File: config.mk
export PLATFORM = sky130hd
export DESIGN_NAME = buzzer_pattern_gen
export DESIGN_NICKNAME = d
export VERILOG_FILES = /design/src/rtl/buzzer_pkg.sv /design/src/rtl/buzzer_edge_det.sv /design/src/rtl/buzzer_pattern_gen.sv
export SDC_FILE = /design/constraint.sdc
export NUM_CORES = 1
export LEC_CHECK = 0
export ABC_CLOCK_PERIOD_IN_PS = 2200
export BUFFER_PORTS_ARGS = -buffer_cell sky130_fd_sc_hd__buf_4
export CAP_MARGIN = 20
export CORE_MARGIN = 8
export CORE_UTILIZATION = 30
export DETAILED_ROUTE_END_ITERATION = 7
export PLACE_DENSITY_LB_ADDON = 0.25
export SETUP_SLACK_MARGIN = 0.1
export SLEW_MARGIN = 20
export SYNTH_ARGS = -nofsm -noshare
export SYNTH_HDL_FRONTEND = slang
export SYNTH_SLANG_ARGS = --single-unit
File: constraint.sdc
create_clock -name clk_buzzer -period 2.2 [get_ports clk_buzzer]
set_input_delay 0.66 -clock clk_buzzer [delete_from_list [all_inputs] [get_ports clk_buzzer]]
set_output_delay 0.66 -clock clk_buzzer [all_outputs]
set_load 0.1 [all_outputs]
File: src/rtl/buzzer_pkg.sv
// buzzer_pkg: shared types and default timing constants for the washer
// front-panel beeper (buzzer_pattern_gen and its edge detector).
package buzzer_pkg;

  // Burst sequencer states. GAP is only reachable when BUZZER_REPEAT_EN is defined.
  typedef enum logic [1:0] {
    IDLE = 2'd0,
    ON   = 2'd1,
    OFF  = 2'd2,
    GAP  = 2'd3
  } state_e;

  // Which event launched the current burst.
  typedef enum logic {
    SRC_KEY    = 1'b0,
    SRC_FINISH = 1'b1
  } src_e;

  // Default parameter values for buzzer_pattern_gen.
  localparam int DEF_N_KEYS       = 4;
  localparam int DEF_ON_TICKS     = 2;
  localparam int DEF_OFF_TICKS    = 2;
  localparam int DEF_KEY_BEEPS    = 1;
  localparam int DEF_FINISH_BEEPS = 3;
  localparam int DEF_GAP_TICKS    = 8;
  localparam int DEF_CNT_W        = 4;

endpackage

File: src/rtl/buzzer_edge_det.sv
// buzzer_edge_det: registers a W-bit input vector and flags bits that are
// high now but were low on the previous clk_buzzer edge.
// The history register is preloaded with the live input during reset, so a
// level already high when reset releases is never reported as a new edge.
// Ports:
//   clk_buzzer  in   clock
//   reset       in   synchronous, active-high reset (preloads history)
//   sig_i       in   W-bit input levels
//   rise_o      out  W-bit rising-edge flags (combinational, valid before each edge)
module buzzer_edge_det #(
  parameter int W = 1
) (
  input  logic         clk_buzzer,
  input  logic         reset,
  input  logic [W-1:0] sig_i,
  output logic [W-1:0] rise_o
);

  logic [W-1:0] sig_q;

  always_ff @(posedge clk_buzzer) begin
    sig_q <= sig_i;
  end

  // While reset is high rise_o is still computed, but the sequencer is held
  // in reset, so those flags have no effect.
  assign rise_o = sig_i & ~sig_q;

endmodule

File: src/rtl/buzzer_pattern_gen.sv
// buzzer_pattern_gen: turns panel key presses and the wash-cycle finish flag
// into timed beep bursts on one registered buzzer/LED output.
//   Key press   -> KEY_BEEPS beeps, low priority (restartable by another key).
//   Finish edge -> FINISH_BEEPS beeps, always wins, keys ignored meanwhile.
// A beep is ON_TICKS cycles high, beeps are separated by OFF_TICKS cycles low,
// and no low phase trails the last beep.
// Optional build macro BUZZER_REPEAT_EN: after a finish burst, wait GAP_TICKS
// cycles and replay while finish stays high; finish low or a key edge during
// the gap silences it.
// Ports:
//   clk_buzzer  in   buzzer time-base clock
//   reset       in   synchronous, active-high reset
//   key_evt     in   N_KEYS debounced key levels
//   finish      in   wash cycle finished (level)
//   buzzer_out  out  buzzer drive, registered
//   busy        out  high while a burst or repeat gap is in progress
//   src_finish  out  1 = finish burst, 0 = key burst (meaningful while busy)
module buzzer_pattern_gen
  import buzzer_pkg::*;
#(
  parameter int N_KEYS       = DEF_N_KEYS,
  parameter int ON_TICKS     = DEF_ON_TICKS,
  parameter int OFF_TICKS    = DEF_OFF_TICKS,
  parameter int KEY_BEEPS    = DEF_KEY_BEEPS,
  parameter int FINISH_BEEPS = DEF_FINISH_BEEPS,
  parameter int GAP_TICKS    = DEF_GAP_TICKS,
  parameter int CNT_W        = DEF_CNT_W
) (
  input  logic              clk_buzzer,
  input  logic              reset,
  input  logic [N_KEYS-1:0] key_evt,
  input  logic              finish,
  output logic              buzzer_out,
  output logic              busy,
  output logic              src_finish
);

`ifdef BUZZER_REPEAT_EN
  localparam bit REPEAT_EN = 1'b1;
`else
  localparam bit REPEAT_EN = 1'b0;
`endif

  localparam logic [CNT_W-1:0] CNT_ONE  = CNT_W'(1);
  localparam logic [CNT_W-1:0] ON_LOAD  = CNT_W'(ON_TICKS);
  localparam logic [CNT_W-1:0] OFF_LOAD = CNT_W'(OFF_TICKS);
  localparam logic [CNT_W-1:0] GAP_LOAD = CNT_W'(GAP_TICKS);
  localparam logic [CNT_W-1:0] KEY_LOAD = CNT_W'(KEY_BEEPS);
  localparam logic [CNT_W-1:0] FIN_LOAD = CNT_W'(FINISH_BEEPS);

  logic [N_KEYS-1:0] key_rise;
  logic              fin_rise;
  logic              key_edge;
  logic              fin_edge;

  state_e            state_q, state_d;
  src_e              src_q, src_d;
  logic [CNT_W-1:0]  phase_q, phase_d;   // cycles left in the current phase
  logic [CNT_W-1:0]  beeps_q, beeps_d;   // beeps left, including the current one
  logic              buzzer_q, buzzer_d;
  logic              busy_q, busy_d;

  buzzer_edge_det #(.W(N_KEYS)) u_key_edge (
    .clk_buzzer (clk_buzzer),
    .reset      (reset),
    .sig_i      (key_evt),
    .rise_o     (key_rise)
  );

  buzzer_edge_det #(.W(1)) u_fin_edge (
    .clk_buzzer (clk_buzzer),
    .reset      (reset),
    .sig_i      (finish),
    .rise_o     (fin_rise)
  );

  // Several keys rising together still count as a single event.
  assign key_edge = |key_rise;
  assign fin_edge = fin_rise;

  // State register.
  always_ff @(posedge clk_buzzer) begin
    if (reset) begin
      state_q  <= IDLE;
      src_q    <= SRC_KEY;
      phase_q  <= '0;
      beeps_q  <= '0;
      buzzer_q <= 1'b0;
      busy_q   <= 1'b0;
    end else begin
      state_q  <= state_d;
      src_q    <= src_d;
      phase_q  <= phase_d;
      beeps_q  <= beeps_d;
      buzzer_q <= buzzer_d;
      busy_q   <= busy_d;
    end
  end

  // Next-state logic: timed sequencing first, then event overrides.
  always_comb begin
    state_d = state_q;
    src_d   = src_q;
    phase_d = phase_q;
    beeps_d = beeps_q;

    case (state_q)
      ON: begin
        if (phase_q == CNT_ONE) begin
          beeps_d = beeps_q - CNT_ONE;
          if (beeps_q == CNT_ONE) begin
            if (REPEAT_EN && (src_q == SRC_FINISH) && finish) begin
              state_d = GAP;
              phase_d = GAP_LOAD;
            end else begin
              state_d = IDLE;
              phase_d = '0;
            end
          end else begin
            state_d = OFF;
            phase_d = OFF_LOAD;
          end
        end else begin
          phase_d = phase_q - CNT_ONE;
        end
      end
      OFF: begin
        if (phase_q == CNT_ONE) begin
          state_d = ON;
          phase_d = ON_LOAD;
        end else begin
          phase_d = phase_q - CNT_ONE;
        end
      end
      GAP: begin
        if (!finish) begin
          state_d = IDLE;
          phase_d = '0;
        end else if (phase_q == CNT_ONE) begin
          state_d = ON;
          phase_d = ON_LOAD;
          beeps_d = FIN_LOAD;
        end else begin
          phase_d = phase_q - CNT_ONE;
        end
      end
      default: begin
      end
    endcase

    // Finish always (re)starts; a key may only restart an idle or key burst.
    if (fin_edge) begin
      state_d = ON;
      src_d   = SRC_FINISH;
      phase_d = ON_LOAD;
      beeps_d = FIN_LOAD;
    end else if (key_edge) begin
      if (REPEAT_EN && (state_q == GAP)) begin
        // Silence-by-key: drop the repeat without sounding a key beep.
        state_d = IDLE;
        phase_d = '0;
        beeps_d = '0;
      end else if ((state_q == IDLE) || (src_q == SRC_KEY)) begin
        state_d = ON;
        src_d   = SRC_KEY;
        phase_d = ON_LOAD;
        beeps_d = KEY_LOAD;
      end
    end
  end

  // Output logic: decoded from the next state so outputs register in step with it.
  always_comb begin
    buzzer_d = (state_d == ON);
    busy_d   = (state_d != IDLE);
  end

  assign buzzer_out = buzzer_q;
  assign busy       = busy_q;
  assign src_finish = (src_q == SRC_FINISH);

endmodule
# ---- Yosys cells after proc, flatten, opt, wreduce, memory -nomap -nowiden
# Index checks and enable logic that the tools add are counted.
dict set report word_totals {
  memories 0
  regBits 18
  latchBits 0
  rom_bits 0
  ram_bits 0
  inputBits 7
}
dict set report op_classes {
  reduce_logical 8
  n_div 0
  order_cmp 0
  n_mux 26
  eq_ne 6
  shift 0
  n_bitwise 5
  addsub 2
  multipliers 0
}
# operator n
set ops {}
lappend ops {{$mux W4} 10}
lappend ops {{$mux W2} 10}
lappend ops {{$pmux W4 S3} 1}
lappend ops {{$eq A4 B1 Y1 const B} 2}
lappend ops {{$pmux W4 S2} 1}
lappend ops {{$sub A4 B1 Y4 const B} 2}
lappend ops {{$pmux W2 S3} 1}
lappend ops {{$reduce_bool A2 Y1} 3}
lappend ops {{$and A4 B4 Y4} 1}
lappend ops {{$eq A2 B1 Y1 const B} 2}
lappend ops {{$eq A2 B2 Y1 const B} 2}
lappend ops {{$not A4 Y4} 1}
lappend ops {{$reduce_or A4 Y1} 1}
lappend ops {{$mux W1} 3}
lappend ops {{$logic_not A2 Y1} 1}
lappend ops {{$not A1 Y1} 2}
lappend ops {{$reduce_and A2 Y1} 1}
lappend ops {{$reduce_or A2 Y1} 1}
lappend ops {{$and A1 B1 Y1} 1}
lappend ops {{$logic_or A1 B1 Y1} 1}

# ---- Depth between registers and ports, before layout
dict set report logic_depth {
  depth_word 8
  mapped_depth 9
  mapped_depth_nobuf 9
}

# ---- Cells and area by module
# Synthesis repeated with hierarchy kept, for this count alone.
dict set report hier_totals {
  hier_cells 99
  area_unflattened_um2 944.7
}
# mod seq_area_each_um2 area_per_inst_um2 n_inst cells_per_inst
set modules_own_cells {}
lappend modules_own_cells {buzzer_pattern_gen 260.2 775.7 1 89}
lappend modules_own_cells {{buzzer_edge_det at u_key_edge} 80.1 135.1 1 8}
lappend modules_own_cells {{buzzer_edge_det at u_fin_edge} 20.0 33.8 1 2}

# ---- Worst setup path before layout
# No wires, ideal clock.
dict set report synth_timing {
  path_kind {register -> register}
  from {reg src_q, in the netlist src_finish}
  to {reg phase_q[3]}
  arrival_time_ps 1930
  setup_slack_ps 197
  required_ps 2127
  path_stages_with_launch 6
  setup_ps 73
  path_buffers 1
  synth_period_minus_slack_ps 2003
  path_cell_list {dfxtp_1 -> o21ai_0 -> o41a_1 -> or3b_1 -> buf_6 -> nor3_2}
}
dict set report synth_via {
  elab_chain_len 4
}
# element line_no
set synth_lines {}
lappend synth_lines {{start: declaration} buzzer_pattern_gen.sv:57} ;# src_e src_q, src_d;
lappend synth_lines {{start signal: assignment} buzzer_pattern_gen.sv:92} ;# src_q <= src_d;
lappend synth_lines {{$not A1 Y1} buzzer_pattern_gen.sv:163} ;# end else if ((state_q == IDLE) || (src_q == SRC_KEY)) begin
lappend synth_lines {{$logic_or A1 B1 Y1} buzzer_pattern_gen.sv:163}
lappend synth_lines {{$mux W4} buzzer_pattern_gen.sv:163}
lappend synth_lines {{$mux W4} buzzer_pattern_gen.sv:157} ;# end else if (key_edge) begin
lappend synth_lines {{end signal: assignment} buzzer_pattern_gen.sv:93} ;# phase_q <= phase_d;
lappend synth_lines {{end: declaration} buzzer_pattern_gen.sv:58} ;# logic [CNT_W-1:0] phase_q, phase_d;
# No other way between the ends.
# A chain may end at the register's enable or synchronous reset.

# ---- Worst setup path in the final report
dict set report layout_timing {
  from {in key_evt[3]}
  to {reg phase_q[3]}
}
dict set report layout_via {
  elab_chain_len 3
}
# element line_no
set layout_lines {}
lappend layout_lines {{start: declaration} buzzer_pattern_gen.sv:31} ;# input logic [N_KEYS-1:0] key_evt,
lappend layout_lines {{$and A4 B4 Y4} buzzer_edge_det.sv:27} ;# assign rise_o = sig_i & ~sig_q;
lappend layout_lines {{$reduce_or A4 Y1} buzzer_pattern_gen.sv:78} ;# assign key_edge = |key_rise;
lappend layout_lines {{$mux W4} buzzer_pattern_gen.sv:157}
# No other way between the ends.

==> run metrics <==
Hold WC Path Type in -> reg; Critical Path End Type flip-flop; cts hold-fix bufs 0; Die ar. 5028 sq um; Reg2Reg Depth 7; count of max-cap constraint violations 0; I/O pins 10; Nets between 100 and 150; Ys Warns 0; Num CTS Buffers 3; Num Clock Sinks 18; Synth area leader dfxtp_1; Hold Violations, Final 0; DRC Markers 0; Syn Inst Count ~100; row cnt 20; total wire length 1.792 mm; Max VDD drop 0.0002826 V; Final setup viols 0; wire length per cell 12.19 microns; minimum clock period between 1.5 and 2 ns; async set or reset register ratio after synthesis 0%; top_reg_cell synth dfxtp_1; Layout area overhead 16.04%; iteration count of the initial detailed-routing pass 4; Crit Path Class in -> reg; largest net degree at the start of global routing 14; Hold Crit Depth 1; Seq cells post-synth 18; Detail Route Antenna Nets 0; status complete, no violations; Clock Path Buffers 2; CTS tree done; Final Cell Area about 1000 sq um; CP arrival around 2.0 ns; final setup margin 0.4208 ns; pwr/cell area 659.8 nW/um^2; FF-to-FF Start phase_q[0]$_SDFF_PP0_; H-tree levels 1; Placed Area 1013 sq um; EDFF count, synth 0; Clock Latency Late Sink 0.29 ns; unrepaired setup endpoints after global routing false; remaining global-route overflow 0; Synth cell types 33; routed vias 744; Area contributors post-synth dfxtp_1 40%, ha_1 6.9%, a21oi_1 4.4%; Synth top cells by count 18 x dfxtp_1, 8 x a21oi_1, 8 x nor2_1; global-route wire length before repair a little over 3 mm; fraction of layout cells with a size suffix above 1 a little under a fifth; top cell type's share of synthesized area 39.83%; headroom to the max-slew limit 71.30%; vias per cell between 5 and 6; initial core utilization between 30% and 40%; fin crit share 80.87%; Setup TNS Final 0 ns; Worst Hold End u_key_edge.sig_q[0]$_DFF_P_; register area share after synthesis between 30% and 40%; antenna violations before repair 0; Worst-path clk slew approximately 0.10 ns; Port Buffers 9; RePlAce Congestion 0.7684; Diodes inserted 0; Root Buffer clkbuf_4; worst slew pin tran 0.4298 ns; post-cts repair resize count 0; Die X 70.91 microns; synthesized area 904.6 sq um; CORE AREA roughly 3000 sq um; reg2reg end busy$_SDFF_PP0_; Pleak 0.4230 nW; Core Util, Final 35.55%; vias in the first global route 724; Worst setup SP type input pin; max frequency 562.1 MHz; HPWL after DPL approximately 1.4 mm; synthesized area per cell 8.869 sq um; leading cell type by number of instances after synthesis dfxtp_1; Req. time, crit path 2.42 ns; Syn Nets between 100 and 150; r2r setup slk between 0.5 and 0.6 ns; skew final 0.001362 ns; DRT iter0 DRCs 14; worst-path maximum fanout 6; hold path start key_evt[0]; Die Y 70.91 microns; post-CTS setup buffer count 0; Final Max Tran Viols 0; gr usage total approximately 7.5%; Place WS 0.1102 ns
==> layout make-up <==
class	instances	area, sq um
timing repair buffer	12	90.09
tap	33	41.29
inverter	7	26.28
multi-input combinational	73	495.5
fill	324	1903
clock buffer	4	36.28
sequential	18	360.3
==> through the flow <==
step | instances | power, W | hold WS, ns
2_1_floorplan | 102 | 0.0004663 | 0.4683
3_3_place_gp | 143 | 0.0005012 | 0.4738
3_5_place_dp | 143 | 0.0005022 | 0.4710
4_1_cts | 147 | 0.0007020 | 0.4713
5_1_grt | 147 | 0.0007329 | 0.4503
6_report | 147 | 0.0006926 | 0.4746
==> flip-flops by register name, summed over array words and instances, names as in the netlist <==
register / cells
state_q: 2
busy: 1
phase_q: 4
u_fin_edge.sig_q: 1
u_key_edge.sig_q: 4
beeps_q: 4
src_finish: 1
buzzer_out: 1
==> cells in the final DEF, fill, tap and decap left out, drive strengths merged, types with 5 or more instances in the layout <==
master,count
inv,6
ha,5
nand2,7
buf,12
nor2,8
dfxtp,18
a21oi,9
o21ai,5
nor2b,5
==> how the worst max path moves through the flow <==
stage                                  startpoint                     to  cells after the start
after floorplan           src_finish$_SDFFE_PP0P_  phase_q[3]$_SDFF_PP0_                      5
after global placement                 key_evt[3]  phase_q[3]$_SDFF_PP0_                      5
after detailed placement               key_evt[0]  phase_q[3]$_SDFF_PP0_                      5
after CTS                              key_evt[3]  phase_q[3]$_SDFF_PP0_                      5
after global routing        phase_q[0]$_SDFF_PP0_  beeps_q[0]$_SDFF_PP0_                      8
final                                  key_evt[3]  phase_q[3]$_SDFF_PP0_                      5
==> worst max-delay path: stages <==
cell and delay [ns]:
buf_4 0.11, nor2b_4 0.12, o41a_1 0.44, or3b_1 0.49, nor3_2 0.18
==> power by group <==
part / total [W] / switching (W) / internal (W)
clock: 0.000199 / 0.0000981 / 0.000101
sequential: 0.000356 / 0.0000127 / 0.000343
combinational: 0.000138 / 0.0000853 / 0.0000523
total: 0.000693 / 0.000196 / 0.000496
==> routing by layer <==
metal / vias to the layer above / part of all wire (%) / track usage [%]
met5: - / 0 / 0
met3: 4 / 0.95 / 0.8475
met4: 0 / 2.7 / 4.850
met1: 343 / 47 / 8.867
met2: 8 / 49 / 12.46
li1: 389 / - / -
==> logic make-up (layout without fill, tap and decap cells) <==
kind of cell,Yosys count,count (layout),share of synthesized area [%]
AO/OA/AOI/OAI,28,28,20.19
AND/OR/NAND/NOR,39,39,26.56
multiplexers,1,1,1.107
buffers and inverters,11,23,5.393
adder cells (fa/ha/maj),5,5,6.916
flip-flops,18,18,39.83
Note: power is estimated with default switching activity, not from simulation.
